===== config.mk =====
export PLATFORM = sky130hd
export DESIGN_NAME = regs_scoreboard
export DESIGN_NICKNAME = d
export VERILOG_FILES = /design/src/rtl/regs_pkg.sv /design/src/rtl/regs_scoreboard_hazard_chk.sv /design/src/rtl/regs_scoreboard.sv
export SDC_FILE = /design/constraint.sdc
export NUM_CORES = 1
export LEC_CHECK = 0
export BUFFER_PORTS_ARGS = -buffer_cell sky130_fd_sc_hd__buf_2
export CAP_MARGIN = 20
export CORE_UTILIZATION = 40
export CTS_BUF_LIST = sky130_fd_sc_hd__clkbuf_8
export DETAILED_ROUTE_END_ITERATION = 10
export SLEW_MARGIN = 20
export SYNTH_ARGS = -nofsm -noshare
export SYNTH_HDL_FRONTEND = slang
export SYNTH_SLANG_ARGS = --single-unit

===== constraint.sdc =====
create_clock -name clk -period 5.3 [get_ports clk]
set_clock_uncertainty 0.05 [all_clocks]
set_input_delay 0.265 -clock clk [delete_from_list [all_inputs] [get_ports clk]]
set_output_delay 0.265 -clock clk [all_outputs]
set_load 0.005 [all_outputs]

===== src/rtl/regs_pkg.sv =====
`default_nettype none
// +----------------------------------------------------------------------------+
// | regs_pkg : shared types for the DLX register-file issue scoreboard          |
// | Rev 1.0                                                                    |
// +----------------------------------------------------------------------------+
package regs_pkg;

    localparam int NREGS = 32;

    typedef logic [4:0] reg_idx_t;

    typedef enum logic [1:0] {
        RUN   = 2'd0,
        DRAIN = 2'd1,
        HELD  = 2'd2
    } sb_state_t;

endpackage : regs_pkg
`default_nettype wire


===== src/rtl/regs_scoreboard_hazard_chk.sv =====
`default_nettype none
// +----------------------------------------------------------------------------+
// | sb_hazard_chk : combinational RAW/WAW hazard and forward eligibility       |
// | Optional macro: REGS_SB_FWD_EN (same-cycle writeback forwarding)           |
// | Rev 1.0                                                                    |
// +----------------------------------------------------------------------------+
module sb_hazard_chk
    import regs_pkg::*;
(
    input  logic [NREGS-1:0] i_pending,
    input  reg_idx_t         i_rs1,
    input  reg_idx_t         i_rs2,
    input  reg_idx_t         i_rd,
    input  logic             i_use1,
    input  logic             i_use2,
    input  logic             i_wr,
`ifdef REGS_SB_FWD_EN
    input  logic             i_wb_valid,
    input  reg_idx_t         i_wb_rd,
    output logic             o_fwd1,
    output logic             o_fwd2,
`endif
    output logic             o_haz
);

    logic w_src1;
    logic w_src2;
    logic w_dst;
    logic w_blk1;
    logic w_blk2;

    assign w_src1 = i_use1 & i_pending[i_rs1];
    assign w_src2 = i_use2 & i_pending[i_rs2];
    assign w_dst  = i_wr   & i_pending[i_rd];

`ifdef REGS_SB_FWD_EN
    logic w_hit1;
    logic w_hit2;

    // A source whose only blocker is this cycle's writeback can take the WB value.
    assign w_hit1 = i_wb_valid & (i_wb_rd == i_rs1) & (i_rs1 != 5'd0);
    assign w_hit2 = i_wb_valid & (i_wb_rd == i_rs2) & (i_rs2 != 5'd0);
    assign o_fwd1 = w_src1 & w_hit1;
    assign o_fwd2 = w_src2 & w_hit2;
    assign w_blk1 = w_src1 & ~w_hit1;
    assign w_blk2 = w_src2 & ~w_hit2;
`else
    assign w_blk1 = w_src1;
    assign w_blk2 = w_src2;
`endif

    assign o_haz = w_blk1 | w_blk2 | w_dst;

endmodule : sb_hazard_chk
`default_nettype wire


===== src/rtl/regs_scoreboard.sv =====
`default_nettype none
// +----------------------------------------------------------------------------+
// | regs_scoreboard : DLX issue-stage scoreboard with drain/quiesce control    |
// | Optional macro: REGS_SB_FWD_EN adds fwd1/fwd2 writeback-forward outputs    |
// | Rev 1.0                                                                    |
// +----------------------------------------------------------------------------+
module regs_scoreboard
    import regs_pkg::*;
#(
    parameter int MAX_INFLIGHT = 4,
    parameter int CNT_W        = 4
) (
    input  logic             clk,
    input  logic             rst,
    input  logic             iss_valid,
    output logic             iss_ready,
    input  reg_idx_t         iss_rs1,
    input  reg_idx_t         iss_rs2,
    input  reg_idx_t         iss_rd,
    input  logic             iss_use1,
    input  logic             iss_use2,
    input  logic             iss_wr,
    input  logic             wb_valid,
    input  reg_idx_t         wb_rd,
    output reg_idx_t         rf_rs1,
    output reg_idx_t         rf_rs2,
    output logic             op_valid,
    output logic [NREGS-1:0] pending,
    output logic [CNT_W-1:0] inflight,
    input  logic             drain_req,
    output logic             drained,
`ifdef REGS_SB_FWD_EN
    output logic             fwd1,
    output logic             fwd2,
`endif
    output logic             wb_err
);

    localparam logic [CNT_W-1:0] c_MAX = CNT_W'(MAX_INFLIGHT);
    localparam logic [CNT_W-1:0] c_ONE = CNT_W'(1);
    localparam logic [NREGS-1:0] c_BIT0 = NREGS'(1);

    sb_state_t        r_state;
    sb_state_t        w_state_nxt;
    logic [NREGS-1:0] r_pending;
    logic [CNT_W-1:0] r_inflight;
    logic             r_op_valid;
    logic             r_wb_err;

    logic             w_haz;
    logic             w_full;
    logic             w_accept;
    logic             w_set;
    logic             w_clr;
    logic             w_err;
    logic [NREGS-1:0] w_set_mask;
    logic [NREGS-1:0] w_clr_mask;

    // Read addresses go straight to the regfile; its registered read aligns with op_valid.
    assign rf_rs1 = iss_rs1;
    assign rf_rs2 = iss_rs2;

`ifdef REGS_SB_FWD_EN
    logic w_fwd1;
    logic w_fwd2;
    logic r_fwd1;
    logic r_fwd2;
`endif

    sb_hazard_chk u_hazard_chk (
        .i_pending  (r_pending),
        .i_rs1      (iss_rs1),
        .i_rs2      (iss_rs2),
        .i_rd       (iss_rd),
        .i_use1     (iss_use1),
        .i_use2     (iss_use2),
        .i_wr       (iss_wr),
`ifdef REGS_SB_FWD_EN
        .i_wb_valid (wb_valid),
        .i_wb_rd    (wb_rd),
        .o_fwd1     (w_fwd1),
        .o_fwd2     (w_fwd2),
`endif
        .o_haz      (w_haz)
    );

    assign w_full     = iss_wr & (iss_rd != 5'd0) & (r_inflight == c_MAX);
    assign w_accept   = iss_valid & iss_ready;
    assign w_set      = w_accept & iss_wr & (iss_rd != 5'd0);
    assign w_clr      = wb_valid & (wb_rd != 5'd0) & r_pending[wb_rd];
    assign w_err      = wb_valid & (wb_rd != 5'd0) & ~r_pending[wb_rd];
    assign w_set_mask = w_set ? (c_BIT0 << iss_rd) : '0;
    assign w_clr_mask = w_clr ? (c_BIT0 << wb_rd)  : '0;

    always_comb begin
        w_state_nxt = r_state;
        iss_ready   = 1'b0;
        drained     = 1'b0;
        case (r_state)
            RUN: begin
                iss_ready = ~rst & ~w_haz & ~w_full;
                if (drain_req) begin
                    w_state_nxt = DRAIN;
                end
            end
            DRAIN: begin
                if (r_inflight == '0) begin
                    w_state_nxt = HELD;
                end
            end
            HELD: begin
                drained = 1'b1;
                if (!drain_req) begin
                    w_state_nxt = RUN;
                end
            end
            default: w_state_nxt = RUN;
        endcase
    end

    always_ff @(posedge clk) begin
        if (rst) begin
            r_state    <= RUN;
            r_pending  <= '0;
            r_inflight <= '0;
            r_op_valid <= 1'b0;
            r_wb_err   <= 1'b0;
        end else begin
            r_state    <= w_state_nxt;
            // Issue and writeback never target the same register: WAW blocks that issue.
            r_pending  <= (r_pending & ~w_clr_mask) | w_set_mask;
            r_op_valid <= w_accept;
            r_wb_err   <= w_err;
            case ({w_set, w_clr})
                2'b10:   r_inflight <= r_inflight + c_ONE;
                2'b01:   r_inflight <= r_inflight - c_ONE;
                default: r_inflight <= r_inflight;
            endcase
        end
    end

`ifdef REGS_SB_FWD_EN
    always_ff @(posedge clk) begin
        if (rst) begin
            r_fwd1 <= 1'b0;
            r_fwd2 <= 1'b0;
        end else begin
            r_fwd1 <= w_accept & w_fwd1;
            r_fwd2 <= w_accept & w_fwd2;
        end
    end

    assign fwd1 = r_fwd1;
    assign fwd2 = r_fwd2;
`endif

    assign pending  = r_pending;
    assign inflight = r_inflight;
    assign op_valid = r_op_valid;
    assign wb_err   = r_wb_err;

endmodule : regs_scoreboard
`default_nettype wire


==> key figures <==
Routing
  – WL per Instance: 20.1 um
  – Met1 WL: about 4500 um
  – First drt pass iteration count: 5
  – Antenna viol nets, final: 0
  – Via-to-Cell Ratio: between 6 and 7
  – Via count: 3,007
  – Met3 WL post-DR: between 700 and 800 um
  – Drt initial violations: 260
  – Top sig layer: met4
  – Detailed Route WL: between 9000 and 10,000 um
  – Remaining DRCs: 0
  – WL met2: roughly 4500 um

STA
  – Post-route clock period utilization: 71.2%
  – Final hold vios: 0
  – WHS: ~0.17 ns
  – Slew Viols, Final: 0
  – Worst slew margin: around 47%
  – Final setup TNS: 0 ns
  – Worst Max-Slew Pin Slew: approximately 0.8 ns
  – Endpoints failing setup: 0
  – RSZ-0062 raised after global routing: false
  – Peak Freq: between 0.2 and 0.3 GHz
  – Min Tclk post-route: between 3 and 4 ns

Pwr
  – Internal cell power: approximately 490 uW
  – Leak Pwr: 0.00142 uW
  – Sw power: 190 uW
  – Total power: around 680 uW
  – Sequential share of power: approximately 46%
  – Sw Share: between 20% and 30%
  – Combinational power share: about 17%
  – Worst vdd ir: 136 uV
  – Clk pwr share: approximately 38%
  – Power per cell area: between 150 and 200 mW/mm2

Flow run
  – MaxCap Viol Count: 0

Finish
  – Area of the multi-input gates: between 0.002 and 0.0025 mm2
  – Sequential standard cell area: 801 um2
  – Fin cells: about 490
  – Antenna Cells: 0
  – Fin area: around 0.0036 mm2
  – Fin nets: 421
  – Fill cell count: around 770
  – Area Overhead vs Synth: 13.3%
  – Layout cells sized above 1: about a third

Die
  – Chip Height: slightly above 90 um
  – Die area: 0.00830 mm2
  – IO Pins: between 70 and 80
  – Initial core utilization: around two fifths
  – Die Wd: 91.1 um
  – Row cnt: 32
  – Core area: about 0.0077 mm2

Hold path
  – Hold WC Path Type: primary input to flip-flop
  – Hold_sp: drain_req

Yosys
  – Main combinational cell family by area after synthesis: multiplexers
  – Asr flop ratio synth: 0%
  – Mapped Nets: 373
  – Post-synthesis sequential area ratio: between 20% and 30%
  – XOR/XNOR Fraction of Synth Area: less than 1%
  – Main flop type after synthesis: dfxtp_1
  – Cells after synthesis: roughly 340
  – Mux cell area share after synthesis: between 20% and 30%
  – Area of the mapped netlist: 0.00317 mm2
  – Synth Register Bits: 40
  – Compound-cell area share of the yosys netlist: 18.2%
  – Post-synth EDFFs: 0
  – Yosys Warn Count: 0
  – Synth cell types: between 50 and 60
  – Syn avg cell area: approximately 9.3 um2
  – Area share of and/or/nand/nor cells after synthesis: a little over a fifth
  – Post-Synth Adder-Cell Area: 1.81%

CTS
  – CTS clock-pin slew for the worst setup and hold paths: roughly 0.08 ns
  – TritonCTS Buffers: 5
  – H-tree depth: 2
  – Clock Tree Root: clkbuf_8
  – Post-CTS Resized: 0
  – Post-cts hold buffer count: 0
  – Clock latency on the worst-skew pair: around 0.30 ns
  – Clk sinks: 40
  – CTS tree: built
  – Longest Clk Path Bufs: 2
  – Setup bufs post-CTS: 0

GRT
  – First-pass GRT wire length: approximately 15,000 um
  – Vias in the first global route: around 2,800
  – Initial antenna violation count: 0
  – Largest net degree at the start of global routing: 45
  – Gr usage total: a little under a quarter
  – Total grt overflow: 0

Setup path
  – Worst EP required: 5.48 ns
  – CP peak stage delay: about 0.53 ns
  – Critical path's top delay family: simple AND/OR/NAND/NOR gates
  – Critical path launch point type: flip-flop
  – Crit path kind: flip-flop to flip-flop
  – CP Buf/Inv Count: 1
  – Arrival time worst endpoint: about 4 ns
  – R2r startpoint: pending[4]
  – Crit-path cells: mux4_2, mux2i_1, nor3b_1, o21ai_0, nand3_2, inv_1, nand4_1, ha_1, ha_1, a21o_1, a21oi_1, xnor2_1, or3_1, a21oi_1
  – Critical Path Fanout Max: 24
  – Critical-path top delay cell: nand3_2
  – Worst Setup SP: pending[4]
  – Worst setup EP type: flip-flop

Placed design
  – Placer Congestion: between 0.8 and 0.9
  – # port buffers: between 70 and 80
  – Inst Count DP: 484
  – Post-placement cell area: 0.00349 mm2
  – DP HPWL: 7220 um

Outcome
  – Outcome: completed
-- worst min-delay path, cell delays in order --
cell and delay (ns):
buf_2 0.10, nand2_1 0.05, a21oi_1 0.05
-- sequential cells by signal (all words and copies together), names as in the netlist --
signal    flops
r_state       2
op_valid      1
pending      32
inflight      4
wb_err        1
-- per-stage QoR --
stage	worst slack (ns)	util, %
after floorplan	1.95	-
after global routing	1.26	46.8
final	1.53	46.8
after CTS	1.54	46.8
after detailed placement	1.29	45.3
after global placement	1.34	45.3
-- cell usage after synthesis, types with 2 or more instances --
master / number / area share, %
dfxtp_1: 40 / 25
o21ai_0: 38 / 6.0
nor2b_1: 35 / 6.9
mux4_2: 25 / 18
o31ai_1: 22 / 5.2
nor2_1: 17 / 2.0
nand2_1: 16 / 1.9
clkbuf_1: 15 / 1.8
mux2i_1: 14 / 4.4
mux2_2: 11 / 3.9
nand2b_1: 11 / 2.2
buf_4: 10 / 2.4
nand3b_1: 8 / 1.9
a21oi_1: 7 / 1.1
buf_2: 5 / 0.79
inv_1: 5 / 0.59
nand3_1: 5 / 0.79
o41ai_1: 5 / 1.4
nand4_1: 4 / 0.79
nor3b_1: 4 / 0.95
buf_1: 3 / 0.35
buf_6: 3 / 1.1
ha_1: 3 / 1.2
o22ai_1: 3 / 0.59
or3_1: 3 / 0.59
nor4b_1: 2 / 0.55
xor2_1: 2 / 0.55
-- layer usage --
metal | vias to the layer above | global-route usage (%)
met5 | - | 0
met4 | 0 | 5.82
met3 | 13 | 3.52
met2 | 146 | 38.1
met1 | 1470 | 33.5
li1 | 1378 | -
-- final timing paths --
| path | end | slack (ns) | depth (start not counted) |
|---|---|---|---|
| max | inflight[3] | 1.53 | 14 |
| min | r_state[1] | 0.17 | 3 |
| max reg2reg | inflight[3] | 1.53 | 14 |
| min reg2reg | r_state[0] | 0.45 | 1 |
-- power by group through the flow --
| stage | clock network [uW] | logic (uW) | registers, uW |
|---|---|---|---|
| 6_report | 254 | 114 | 310 |
| 2_1_floorplan | 0 | 84.6 | 315 |
| 4_1_cts | 262 | 114 | 310 |
| 3_3_place_gp | 0 | 113 | 316 |
| 3_5_place_dp | 0 | 114 | 317 |
| 5_1_grt | 271 | 124 | 310 |
-- final cells by class --
type	instances	share of cell area, %
flip-flops and latches	40	22.3
clock inverters	3	1.18
well taps	102	3.55
repair buffers	77	10.7
inverters	5	0.522
clock buffers	5	1.91
multi-input cells	260	59.9
-- cell families (layout without fill, tap and decap cells) --
family	Yosys count	count (layout)
buf+inv	41	90
flops	40	40
fa+ha+maj	4	4
simple gates	115	115
compound gates	88	88
xor+xnor	3	3
mux	50	50
-- placed cells by master (no fill, tap or decap), drive strengths merged, types with 2 or more instances in the layout --
cell type  count
inv            5
nand2b        11
nand3b         8
nand2         16
a21oi          7
o22ai          3
nor2b         35
mux2          11
nor3b          4
or3            4
nand3          6
dfxtp         40
o41ai          6
ha             3
nand4          4
nor2          17
buf           77
o31ai         22
mux2i         14
nor4b          2
xor2           2
o21ai         38
mux4          25
clkbuf         5
(Power assumes the default switching activity.)
